## src/rtl/riscv_pkg.sv

```systemverilog
// Shared RISC-V core types: branch func3 encodings and the redirect controller states.
package riscv_pkg;

  typedef enum logic [2:0] {
    BEQ  = 3'b000,
    BNE  = 3'b001,
    BLT  = 3'b100,
    BGE  = 3'b101,
    BLTU = 3'b110,
    BGEU = 3'b111
  } b_type_t;

  typedef enum logic [1:0] {
    IDLE     = 2'd0,
    REDIRECT = 2'd1,
    FLUSH    = 2'd2
  } redir_state_t;

endpackage

```

## src/rtl/branch_control.sv

```systemverilog
// Branch comparator: decides the conditional-branch direction from func3 and the two operands.
module branch_control
  import riscv_pkg::*;
(
  input  logic [31:0] opr_a_i,
  input  logic [31:0] opr_b_i,
  input  logic [2:0]  func3_i,
  input  logic        is_b_type_ctl_i,
  output logic        taken_o
);

  logic signed [31:0] opr_a_s;
  logic signed [31:0] opr_b_s;

  assign opr_a_s = opr_a_i;
  assign opr_b_s = opr_b_i;

  // Reserved func3 encodings (010/011) resolve as not taken.
  always_comb begin
    taken_o = 1'b0;
    if (is_b_type_ctl_i) begin
      case (b_type_t'(func3_i))
        BEQ:     taken_o = (opr_a_i == opr_b_i);
        BNE:     taken_o = (opr_a_i != opr_b_i);
        BLT:     taken_o = (opr_a_s <  opr_b_s);
        BGE:     taken_o = (opr_a_s >= opr_b_s);
        BLTU:    taken_o = (opr_a_i <  opr_b_i);
        BGEU:    taken_o = (opr_a_i >= opr_b_i);
        default: taken_o = 1'b0;
      endcase
    end
  end

endmodule

```

## src/rtl/branch_redirect_ctrl.sv

```systemverilog
// Execute-stage branch resolution: mispredict redirect handshake, IF/ID squash window,
// branch-history update pulse and saturating branch/mispredict statistics.
module branch_redirect_ctrl
  import riscv_pkg::*;
#(
  parameter int FLUSH_CYCLES = 2,
  parameter int CNT_W        = 16
) (
  input  logic             clk,
  input  logic             reset,
  input  logic             ex_valid_i,
  input  logic [31:0]      ex_pc_i,
  input  logic             ex_is_b_type_i,
  input  logic             ex_is_jump_i,
  input  logic [2:0]       ex_func3_i,
  input  logic [31:0]      ex_opr_a_i,
  input  logic [31:0]      ex_opr_b_i,
  input  logic [31:0]      ex_target_i,
  input  logic             ex_pred_taken_i,
  input  logic [31:0]      ex_pred_target_i,
  output logic             redirect_valid_o,
  output logic [31:0]      redirect_pc_o,
  input  logic             redirect_ready_i,
  output logic             flush_if_o,
  output logic             flush_id_o,
  output logic             ex_stall_o,
  output logic             bht_upd_valid_o,
  output logic [31:0]      bht_upd_pc_o,
  output logic             bht_upd_taken_o,
  output logic [CNT_W-1:0] branch_cnt_o,
  output logic [CNT_W-1:0] mispredict_cnt_o
);

  localparam int FCW = (FLUSH_CYCLES > 0) ? $clog2(FLUSH_CYCLES + 1) : 1;

  redir_state_t     state_q, state_d;
  logic [FCW-1:0]   flush_cnt_q, flush_cnt_d;
  logic [31:0]      redirect_pc_q, redirect_pc_d;
  logic             bht_valid_q, bht_valid_d;
  logic [31:0]      bht_pc_q, bht_pc_d;
  logic             bht_taken_q, bht_taken_d;
  logic [CNT_W-1:0] branch_cnt_q, branch_cnt_d;
  logic [CNT_W-1:0] mispred_cnt_q, mispred_cnt_d;

  logic        cmp_taken;
  logic        resolve;
  logic        actual_taken;
  logic [31:0] pc_plus4;
  logic [31:0] correct_pc;
  logic [31:0] pred_pc;
  logic        mispredict;

  branch_control u_branch_control (
    .opr_a_i         (ex_opr_a_i),
    .opr_b_i         (ex_opr_b_i),
    .func3_i         (ex_func3_i),
    .is_b_type_ctl_i (ex_is_b_type_i),
    .taken_o         (cmp_taken)
  );

  // Instructions arriving outside IDLE are wrong-path and never resolve.
  assign resolve      = ex_valid_i & (ex_is_b_type_i | ex_is_jump_i) & (state_q == IDLE);
  assign actual_taken = ex_is_jump_i | (ex_is_b_type_i & cmp_taken);
  assign pc_plus4     = ex_pc_i + 32'd4;
  assign correct_pc   = actual_taken    ? ex_target_i      : pc_plus4;
  assign pred_pc      = ex_pred_taken_i ? ex_pred_target_i : pc_plus4;
  assign mispredict   = resolve & (correct_pc != pred_pc);

  always_comb begin
    state_d       = state_q;
    flush_cnt_d   = flush_cnt_q;
    redirect_pc_d = redirect_pc_q;
    case (state_q)
      IDLE: begin
        if (mispredict) begin
          state_d       = REDIRECT;
          redirect_pc_d = correct_pc;
        end
      end
      REDIRECT: begin
        if (redirect_ready_i) begin
          if (FLUSH_CYCLES == 0) begin
            state_d = IDLE;
          end else begin
            state_d     = FLUSH;
            flush_cnt_d = FCW'(FLUSH_CYCLES);
          end
        end
      end
      FLUSH: begin
        if (flush_cnt_q <= FCW'(1)) begin
          state_d = IDLE;
        end else begin
          flush_cnt_d = flush_cnt_q - FCW'(1);
        end
      end
      default: state_d = IDLE;
    endcase
  end

  always_comb begin
    bht_valid_d   = resolve & ex_is_b_type_i;
    bht_pc_d      = bht_pc_q;
    bht_taken_d   = bht_taken_q;
    branch_cnt_d  = branch_cnt_q;
    mispred_cnt_d = mispred_cnt_q;
    if (bht_valid_d) begin
      bht_pc_d    = ex_pc_i;
      bht_taken_d = actual_taken;
    end
    if (resolve && (branch_cnt_q != {CNT_W{1'b1}})) begin
      branch_cnt_d = branch_cnt_q + CNT_W'(1);
    end
    if (mispredict && (mispred_cnt_q != {CNT_W{1'b1}})) begin
      mispred_cnt_d = mispred_cnt_q + CNT_W'(1);
    end
  end

  always_ff @(posedge clk) begin
    if (reset) begin
      state_q       <= IDLE;
      flush_cnt_q   <= '0;
      redirect_pc_q <= '0;
      bht_valid_q   <= 1'b0;
      bht_pc_q      <= '0;
      bht_taken_q   <= 1'b0;
      branch_cnt_q  <= '0;
      mispred_cnt_q <= '0;
    end else begin
      state_q       <= state_d;
      flush_cnt_q   <= flush_cnt_d;
      redirect_pc_q <= redirect_pc_d;
      bht_valid_q   <= bht_valid_d;
      bht_pc_q      <= bht_pc_d;
      bht_taken_q   <= bht_taken_d;
      branch_cnt_q  <= branch_cnt_d;
      mispred_cnt_q <= mispred_cnt_d;
    end
  end

  assign redirect_valid_o = (state_q == REDIRECT);
  assign redirect_pc_o    = redirect_pc_q;
  assign flush_if_o       = (state_q != IDLE);
  assign flush_id_o       = (state_q != IDLE);
  assign ex_stall_o       = (state_q != IDLE);
  assign bht_upd_valid_o  = bht_valid_q;
  assign bht_upd_pc_o     = bht_pc_q;
  assign bht_upd_taken_o  = bht_taken_q;
  assign branch_cnt_o     = branch_cnt_q;
  assign mispredict_cnt_o = mispred_cnt_q;

endmodule

```

## config.mk

```make
export PLATFORM = sky130hd
export DESIGN_NAME = branch_redirect_ctrl
export DESIGN_NICKNAME = d
export VERILOG_FILES = /design/src/rtl/riscv_pkg.sv /design/src/rtl/branch_control.sv /design/src/rtl/branch_redirect_ctrl.sv
export SDC_FILE = /design/constraint.sdc
export NUM_CORES = 1
export LEC_CHECK = 0
export CORE_ASPECT_RATIO = 0.8
export CORE_MARGIN = 2
export CORE_UTILIZATION = 48
export DETAILED_ROUTE_END_ITERATION = 10
export GPL_TIMING_DRIVEN = 0
export PLACE_DENSITY = 0.89
export SLEW_MARGIN = 20
export SYNTH_ARGS = -nofsm -noshare
export SYNTH_HDL_FRONTEND = slang
export SYNTH_SLANG_ARGS = --single-unit
export TNS_END_PERCENT = 50
```

## constraint.sdc

```tcl
create_clock -name clk -period 5.57 [get_ports clk]
set_clock_uncertainty 0.15 [all_clocks]
set_input_delay 0.8355 -clock clk [delete_from_list [all_inputs] [get_ports clk]]
set_output_delay 0.8355 -clock clk [all_outputs]
set_load 0.02 [all_outputs]
```

==> metrics.md, run 1 <==
| Metric | Value |
|---|---|
| DRT iter0 DRCs | `1181` |
| Number of enable flip-flop cells after synthesis | `0` |
| Core Area | `17200 sq um` |
| Post-synth ARST share | `0%` |
| Vias in the first global route | `9409` |
| CTS Sinks | `102` |
| Sequential element share of the synthesized area | `24.4%` |
| Via count | `10100` |
| DP Wirelength | `26.4 mm` |
| Later-pin clock latency in the skew report | `0.36 ns` |
| Setup Crit Path Kind | `in2reg` |
| Setup repair after global routing missed its margin | `no` |
| Commonest cells in the netlist | `nand2_1, dfxtp_1, a21oi_1` |
| FP Rows | `43` |
| Placement Setup Slack | `-0.251 ns` |
| I/O pins | `272` |
| Synth Flop Type | `dfxtp_1` |
| FF-to-FF setup slack | `2.15 ns` |
| Slowest CP cell | `clkdlybuf4s50_1` |
| Crit. Startpoint | `ex_pc_i[7]` |
| Post-synth net total | `1341` |
| Area leader, netlist | `dfxtp_1` |
| WL per Instance | `20.4 um` |
| First-pass GRT wire length | `50.2 mm` |
| Total Power | `0.00224 W` |
| Synth top area share | `24.4%` |
| HP Class | `reg2reg` |
| Layout cell share with drive strength beyond 1 | `4.84%` |
| Maxcap violations | `0` |
| Worst EP arrival | `5.51 ns` |
| Least-Margin Pin Slew | `0.968 ns` |
| CP peak stage delay | `0.62 ns` |
| Routability cong. | `0.977` |
| TritonRoute pass-1 iters | `5` |
| Top cells by area, synth | `dfxtp_1, nand2_1, xnor2_1` |
| WP depth | `15` |
| Syn_area_per_cell | `7.39 sq um` |
| # diodes | `0` |
| Die ar. | `18500 sq um` |
| Worst setup path endpoint | `redirect_pc_o[22]` |
| Root Buffer Master | `clkbuf_16` |
| Die Width | `152 um` |
| Setup ws final | `0.138 ns` |
| Fillers | `1511` |
| Area added between synthesis and finish | `38.6%` |
| Maximum number of pins on one net before global-route repair | `19` |
| Via-to-Cell Ratio | `6.21` |
| Post-CTS Setup Repair Bufs | `0` |
| Critical Path, Cell by Cell | `clkdlybuf4s50_1, nand4_1, or4_4, buf_6, clkbuf_1, nor4_2, o31ai_1, xnor2_1, nor4_1, nand4_1, o2bb2ai_2, nand3_1, clkbuf_1, o2111ai_1, a31oi_1` |
| Area of the mapped netlist | `8390 sq um` |
| Maximum clock frequency | `184 MHz` |
| WP data required | `5.65 ns` |
| Min Clock Period, post-route | `5.43 ns` |
| Fin. Hold Viols | `0` |
| Hold_buf cts | `0` |
| Status | `finished, final reports clean` |
| Synth warn | `0` |
| DRT Wirelength | `33.3 mm` |
| Worst R2R End | `branch_cnt_o[15]` |
| Crit Path Max Fanout | `10` |
| Crit path buffers/inverters | `4` |
| Relative max-transition margin | `34.9%` |
| Slew Viols, Final | `0` |
| H-tree Lvls | `3` |
| CP endpoint kind | `flip-flop` |
| FF-to-FF path depth | `10` |
| Top-count cell post-synth | `nand2_1` |
| Pwr dens | `193 nW/um^2` |
| Final Instance Area | `11600 sq um` |
| Yosys cell types | `81` |
| Peak VDD IR | `153 uV` |
| P_leak | `4.24 nW` |
| Total CTS buffers | `9` |
| Post-DRT Antenna Nets | `0` |
| Initial core utilization | `48.7%` |
| # setup viols final | `0` |
| Overall global routing resource usage | `35.0%` |
| Crit-path leading delay family | `simple AND/OR/NAND/NOR gates` |
| Final period utilization | `97.5%` |
| CTS max path bufs | `2` |
| Antenna violations before repair | `1` |
| Non-Filler Instances | `1631` |
| Crit Reg-Reg Startpoint | `state_q[0]` |
| DRC | `0` |
| Post-Synthesis Cells | `1135` |
| CTS tree | `built` |
| Die Ht | `122 um` |
| # nets final | `1607` |
| DP Area | `11200 sq um` |
| Worst Setup Start Kind | `primary input` |
| Placed insts | `1615` |
| Seq cells post-synth | `102` |
| Clk pin slew, worst setup/hold paths | `0.08 ns` |
| PortBufs | `255` |
| Remaining Overflow, GRT | `0` |
| Layout Utilization | `67.5%` |
## area by class of cell
| class | count | area (sq um) | share of cell area (%) |
|---|---|---|---|
| plain buffers | 79 | 345 | 2.97 |
| clock buffers | 10 | 239 | 2.06 |
| clock inverters | 6 | 77.6 | 0.668 |
| inverters | 62 | 233 | 2.00 |
| multi-input cells | 892 | 5850 | 50.3 |
| flip-flops and latches | 102 | 2040 | 17.6 |
| well taps | 225 | 282 | 2.42 |
| repair buffers | 255 | 2550 | 22.0 |
## per-layer routing
layer	up-vias	share of wire [%]	wire (um)	global-route usage [%]
met4	0	3.0	1010	11.7
met1	4725	40	13300	46.1
li1	4658	-	-	-
met2	661	44	14800	56.0
met3	78	13	4200	8.70
met5	-	0	0	0
## registers in the layout, indices dropped and copies added, names as in the netlist
name	count
bht_upd_pc_o	32
bht_upd_taken_o	1
bht_upd_valid_o	1
branch_cnt_o	16
flush_cnt_q	2
mispredict_cnt_o	16
redirect_pc_o	32
state_q	2
## tightest hold or removal path: cells and delay by family (launching register included)
kind / cells / cell delay [ns]
DFF: 1 / 0.31
and+or+nand+nor: 1 / 0.05
AOI/OAI and AO/OA: 1 / 0.05
## logic make-up after synthesis
| logic type | synth area share, % |
|---|---|
| AO/OA/AOI/OAI | 21.3 |
| XOR/XNOR | 10.6 |
| flip-flops | 24.4 |
| multiplexers | 2.40 |
| AND/OR/NAND/NOR | 29.1 |
| adder cells (fa/ha/maj) | 5.37 |
| buffers and inverters | 6.86 |
## where the power goes
part	internal, W	switching (W)
clock	0.000371	0.000333
combinational	0.000329	0.000409
sequential	0.000766	0.0000286
total	0.00147	0.000771
## placed cells by master, fill, tap and decap left out, types with 14 or more instances in the layout
cell type        synthesis  final
a31oi_1                 36     36
ha_1                    36     36
nand3_1                 65     65
a21oi_1                 75     75
clkbuf_1                60     58
xor2_1                  30     30
nand4_1                 33     33
or3_1                   22     22
nor4_1                  22     15
nand2_1                173    173
clkdlybuf4s50_1          0    255
nor2_1                  71     70
dfxtp_1                102    102
inv_1                   61     61
nor2b_1                 14     14
o2111ai_1               26     26
xnor2_1                 56     56
nor3_1                  25     24
o21ai_0                 22     21
## worst min path at each step
stage                     depth (start not counted)  slack, ns                to        startpoint
after floorplan                                   2       0.33    flush_cnt_q[1]    flush_cnt_q[1]
after global placement                            2       0.29  bht_upd_pc_o[22]  bht_upd_pc_o[22]
after detailed placement                          2       0.30  bht_upd_pc_o[23]  bht_upd_pc_o[23]
after CTS                                         2       0.31   bht_upd_pc_o[3]   bht_upd_pc_o[3]
after global routing                              2       0.33   bht_upd_pc_o[3]   bht_upd_pc_o[3]
final                                             2       0.31  bht_upd_pc_o[23]  bht_upd_pc_o[23]
## metrics by stage
stage | TNS, ns | hold WS (ns)
2_1_floorplan | 0 | 0.334
6_report | 0 | 0.307
3_3_place_gp | -11.67 | 0.292
3_5_place_dp | -6.66 | 0.296
4_1_cts | 0 | 0.307
5_1_grt | 0 | 0.326
## what timing repair did
item / CTS / global route
hold endpoints to repair: 0 / 0
resized for setup: 0 / 17
endpoints found under the setup margin: 0 / 45
Power figures use the tool's default switching activity.
==> inputs of run 2 (changes only) <==
- CAP_MARGIN: not set -> 30
==> results of run 2 <==
No change in the layout: final DEF, timing and power equal those of run 1.
==> inputs of run 3 (changes only) <==
- CELL_PAD_IN_SITES_DETAIL_PLACEMENT: not set -> 0
- CELL_PAD_IN_SITES_GLOBAL_PLACEMENT: not set -> 2
- CORE_MARGIN: 2 -> 3
- CORE_UTILIZATION: 48 -> 26
- REMOVE_ABC_BUFFERS: not set -> 1
==> run 3 against run 2 <==
Effect of this change:
- die area rose by 86%
- worst hold slack got worse by 0.0050 ns
- clock-buffer cell count did not move
- power fell by 0.74%
- critical endpoint is now mispredict_cnt_o[2]
- wire length rose by 5.8%
- final cell count rose by 9.6%
==> metrics.md, run 3 (synthesis gave the netlist of run 1 again) <==
| Metric | Value |
|---|---|
| Die ar. | `34500 sq um (+86%)` |
| HP Start | `bht_upd_pc_o[18]` |
| Slowest CP cell | `clkdlybuf4s50_1` |
| FP Rows | `58 (+35%)` |
| Die Ht | `167 um (+36%)` |
| Maximum clock frequency | `189 MHz (+2.9%)` |
| CTS max path bufs | `2 (unchanged)` |
| PortBufs | `271 (+6.3%)` |
| Switching part of the total | `35.0% (+0.48 points)` |
| NetSw | `0.000776 W (+0.64%)` |
| Hold_buf cts | `0 (unchanged)` |
| CTS tree | `built` |
| Peak VDD IR | `135 uV (-12%)` |
| Hold Crit Depth | `2 (unchanged)` |
| Post-DRT Antenna Nets | `0 (unchanged)` |
| WL per Instance | `19.7 um (-3.4%)` |
| DP Area | `11600 sq um (+3.3%)` |
| Final period utilization | `94.8% (-2.7 points)` |
| Slew Viols, Final | `0 (unchanged)` |
| Initial core utilization | `26.5% (-22 points)` |
| Later-pin clock latency in the skew report | `0.38 ns (+0.02 ns)` |
| Vias in the first global route | `8936 (-5.0%)` |
| Crit path buffers/inverters | `2 (-2)` |
| Least-Margin Pin Slew | `0.867 ns (-0.101 ns)` |
| Core Area | `31600 sq um (+84%)` |
| Relative max-transition margin | `41.8% (+6.8 points)` |
| Final Instance Area | `12000 sq um (+3.4%)` |
| Most frequent cells in the layout | `clkdlybuf4s50_1, nand2_1, dfxtp_1` |
| P_leak | `4.32 nW (+1.9%)` |
| CTS Sinks | `102 (unchanged)` |
| WP data required | `5.70 ns (+0.05 ns)` |
| Worst EP arrival | `5.40 ns (-0.11 ns)` |
| Maximum number of pins on one net before global-route repair | `56 (+37)` |
| Root Buffer Master | `clkbuf_16` |
| H-tree Lvls | `3 (unchanged)` |
| DRC | `0 (unchanged)` |
| TritonRoute pass-1 iters | `5 (unchanged)` |
| Area added between synthesis and finish | `43.3%` |
| FF-to-FF path depth | `11 (+1)` |
| Worst R2R End | `branch_cnt_o[15]` |
| CP endpoint kind | `flip-flop` |
| Crit-path leading delay family | `simple AND/OR/NAND/NOR gates` |
| Via-to-Cell Ratio | `5.17 (-17%)` |
| DRT Wirelength | `35.2 mm (+5.8%)` |
| Hold slack | `0.302 ns (-0.00501 ns)` |
| Routability cong. | `0.914 (-6.4%)` |
| Remaining Overflow, GRT | `0 (unchanged)` |
| Crit Reg-Reg Startpoint | `state_q[0]` |
| Overall global routing resource usage | `19.9% (-15 points)` |
| Int Power | `0.00144 W (-1.5%)` |
| Worst Setup Start Kind | `primary input` |
| Crit Path Max Fanout | `14 (+4)` |
| Maxcap violations | `0 (unchanged)` |
| FF-to-FF setup slack | `2.28 ns (+0.13 ns)` |
| Status | `finished, final reports clean` |
| DP Wirelength | `27.6 mm (+4.5%)` |
| HP Class | `reg2reg` |
| Pwr dens | `185 nW/um^2 (-4.0%)` |
| Setup_tns | `0 ns (unchanged)` |
| Total CTS buffers | `9 (unchanged)` |
| Setup repair after global routing missed its margin | `no` |
| Layout cell share with drive strength beyond 1 | `5.86% (+1.0 points)` |
| Seq pwr share | `35.6% (about the same)` |
| I/O pins | `272 (unchanged)` |
| Via count | `9231 (-8.8%)` |
| DRT iter0 DRCs | `614 (-48%)` |
| Min Clock Period, post-route | `5.28 ns (-0.152 ns)` |
| Antenna violations before repair | `9 (+8)` |
| Commonest non-fill, non-tap cell in the layout | `clkdlybuf4s50_1` |
| # setup viols final | `0 (unchanged)` |
| Clock network fraction of total power | `30.0% (-1.5 points)` |
| Die Width | `207 um (+36%)` |
| First-pass GRT wire length | `53.0 mm (+5.5%)` |
| CP peak stage delay | `0.69 ns (+0.07 ns)` |
| Worst Hold Path EP | `bht_upd_pc_o[18]` |
| Setup Crit Path Kind | `in2reg` |
| Clk pin slew, worst setup/hold paths | `0.09 ns (about the same)` |
| # nets final | `1566 (-2.6%)` |
| Critical Path, Cell by Cell | `clkdlybuf4s50_1, ha_1, nand3_2, nor4_2, xor2_1, or3_1, nand4_1, nor4_2, nand4_1, o2bb2ai_2, a31oi_4, buf_4, nand3_1, mux2_2` |
| Layout Utilization | `38.0% (-30 points)` |
| Combinational power share | `34.4% (+1.4 points)` |
| Fin. Hold Viols | `0 (unchanged)` |
-- run 3: cell types whose count changed in the layout (fill, tap and decap cells not counted), moves of 3 or more --
cell	delta
buf_16	+6
clkdlybuf4s50_1	+9
buf_4	+4
buf_1	-4
clkbuf_1	-58
buf_12	+3
buf_2	-5
-- run 3: tightest hold or removal path: stages, from the launching register on --
cell     delay (ns)
dfxtp_1        0.31
nand2_1        0.05
a21oi_1        0.05
-- run 3: metrics by stage --
step	total power [W]	cells	worst slack (ns)
after floorplan	0.00115	1056	-2.80
after global placement	0.00153	1747	-8.76
after detailed placement	0.00156	1764	-1.10
after CTS	0.00224	1783	-0.0212
after global routing	0.00234	1787	0.00525
final	0.00222	1787	0.290
-- run 3: repair_timing --
| item | CTS | global route |
|---|---|---|
| endpoints found under the setup margin | 48 | 46 |
| gates resized for setup | 11 | 8 |
| cloned | 0 | 0 |
| buffers inserted | 3 | 2 |
| pin swaps | 2 | 4 |
-- run 3: area by class of cell --
type | instances | area [sq um]
antenna | 2 | 5.00
multi-input combinational | 892 | 5880
sequential | 102 | 2040
timing repair buffer | 293 | 3040
clock buffer | 10 | 239
inverter | 62 | 233
clock inverter | 6 | 53.8
tap | 420 | 526
fill | 3370 | 19600
-- run 3: per-layer routing --
metal	up-vias	track usage, %	part of all wire (%)
met1	4299	26.5	45
met5	-	0	0.28
met4	14	4.48	1.6
li1	4575	-	-
met3	45	6.66	8.6
met2	298	31.1	44
-- run 3: power groups by stage --
stage          Sequential (W)  Combinational (W)  Clock [W]
6_report             0.000792           0.000764   0.000665
3_5_place_dp         0.000808           0.000755          0
3_3_place_gp         0.000807           0.000719          0
2_1_floorplan        0.000849           0.000297          0
4_1_cts              0.000792           0.000763   0.000685
5_1_grt              0.000798           0.000831   0.000712
-- run 3: worst max-delay path by stage --
stage,depth (start not counted),slack [ns],end,start
2_1_floorplan,13,-2.80,mispredict_cnt_o[7],ex_opr_b_i[31]
5_1_grt,13,0.005,redirect_pc_o[22],ex_pc_i[13]
3_3_place_gp,14,-8.76,redirect_pc_o[29],ex_opr_b_i[31]
3_5_place_dp,13,-1.10,mispredict_cnt_o[7],ex_pc_i[6]
4_1_cts,15,-0.02,mispredict_cnt_o[7],ex_opr_b_i[31]
6_report,14,0.29,mispredict_cnt_o[2],ex_pc_i[2]
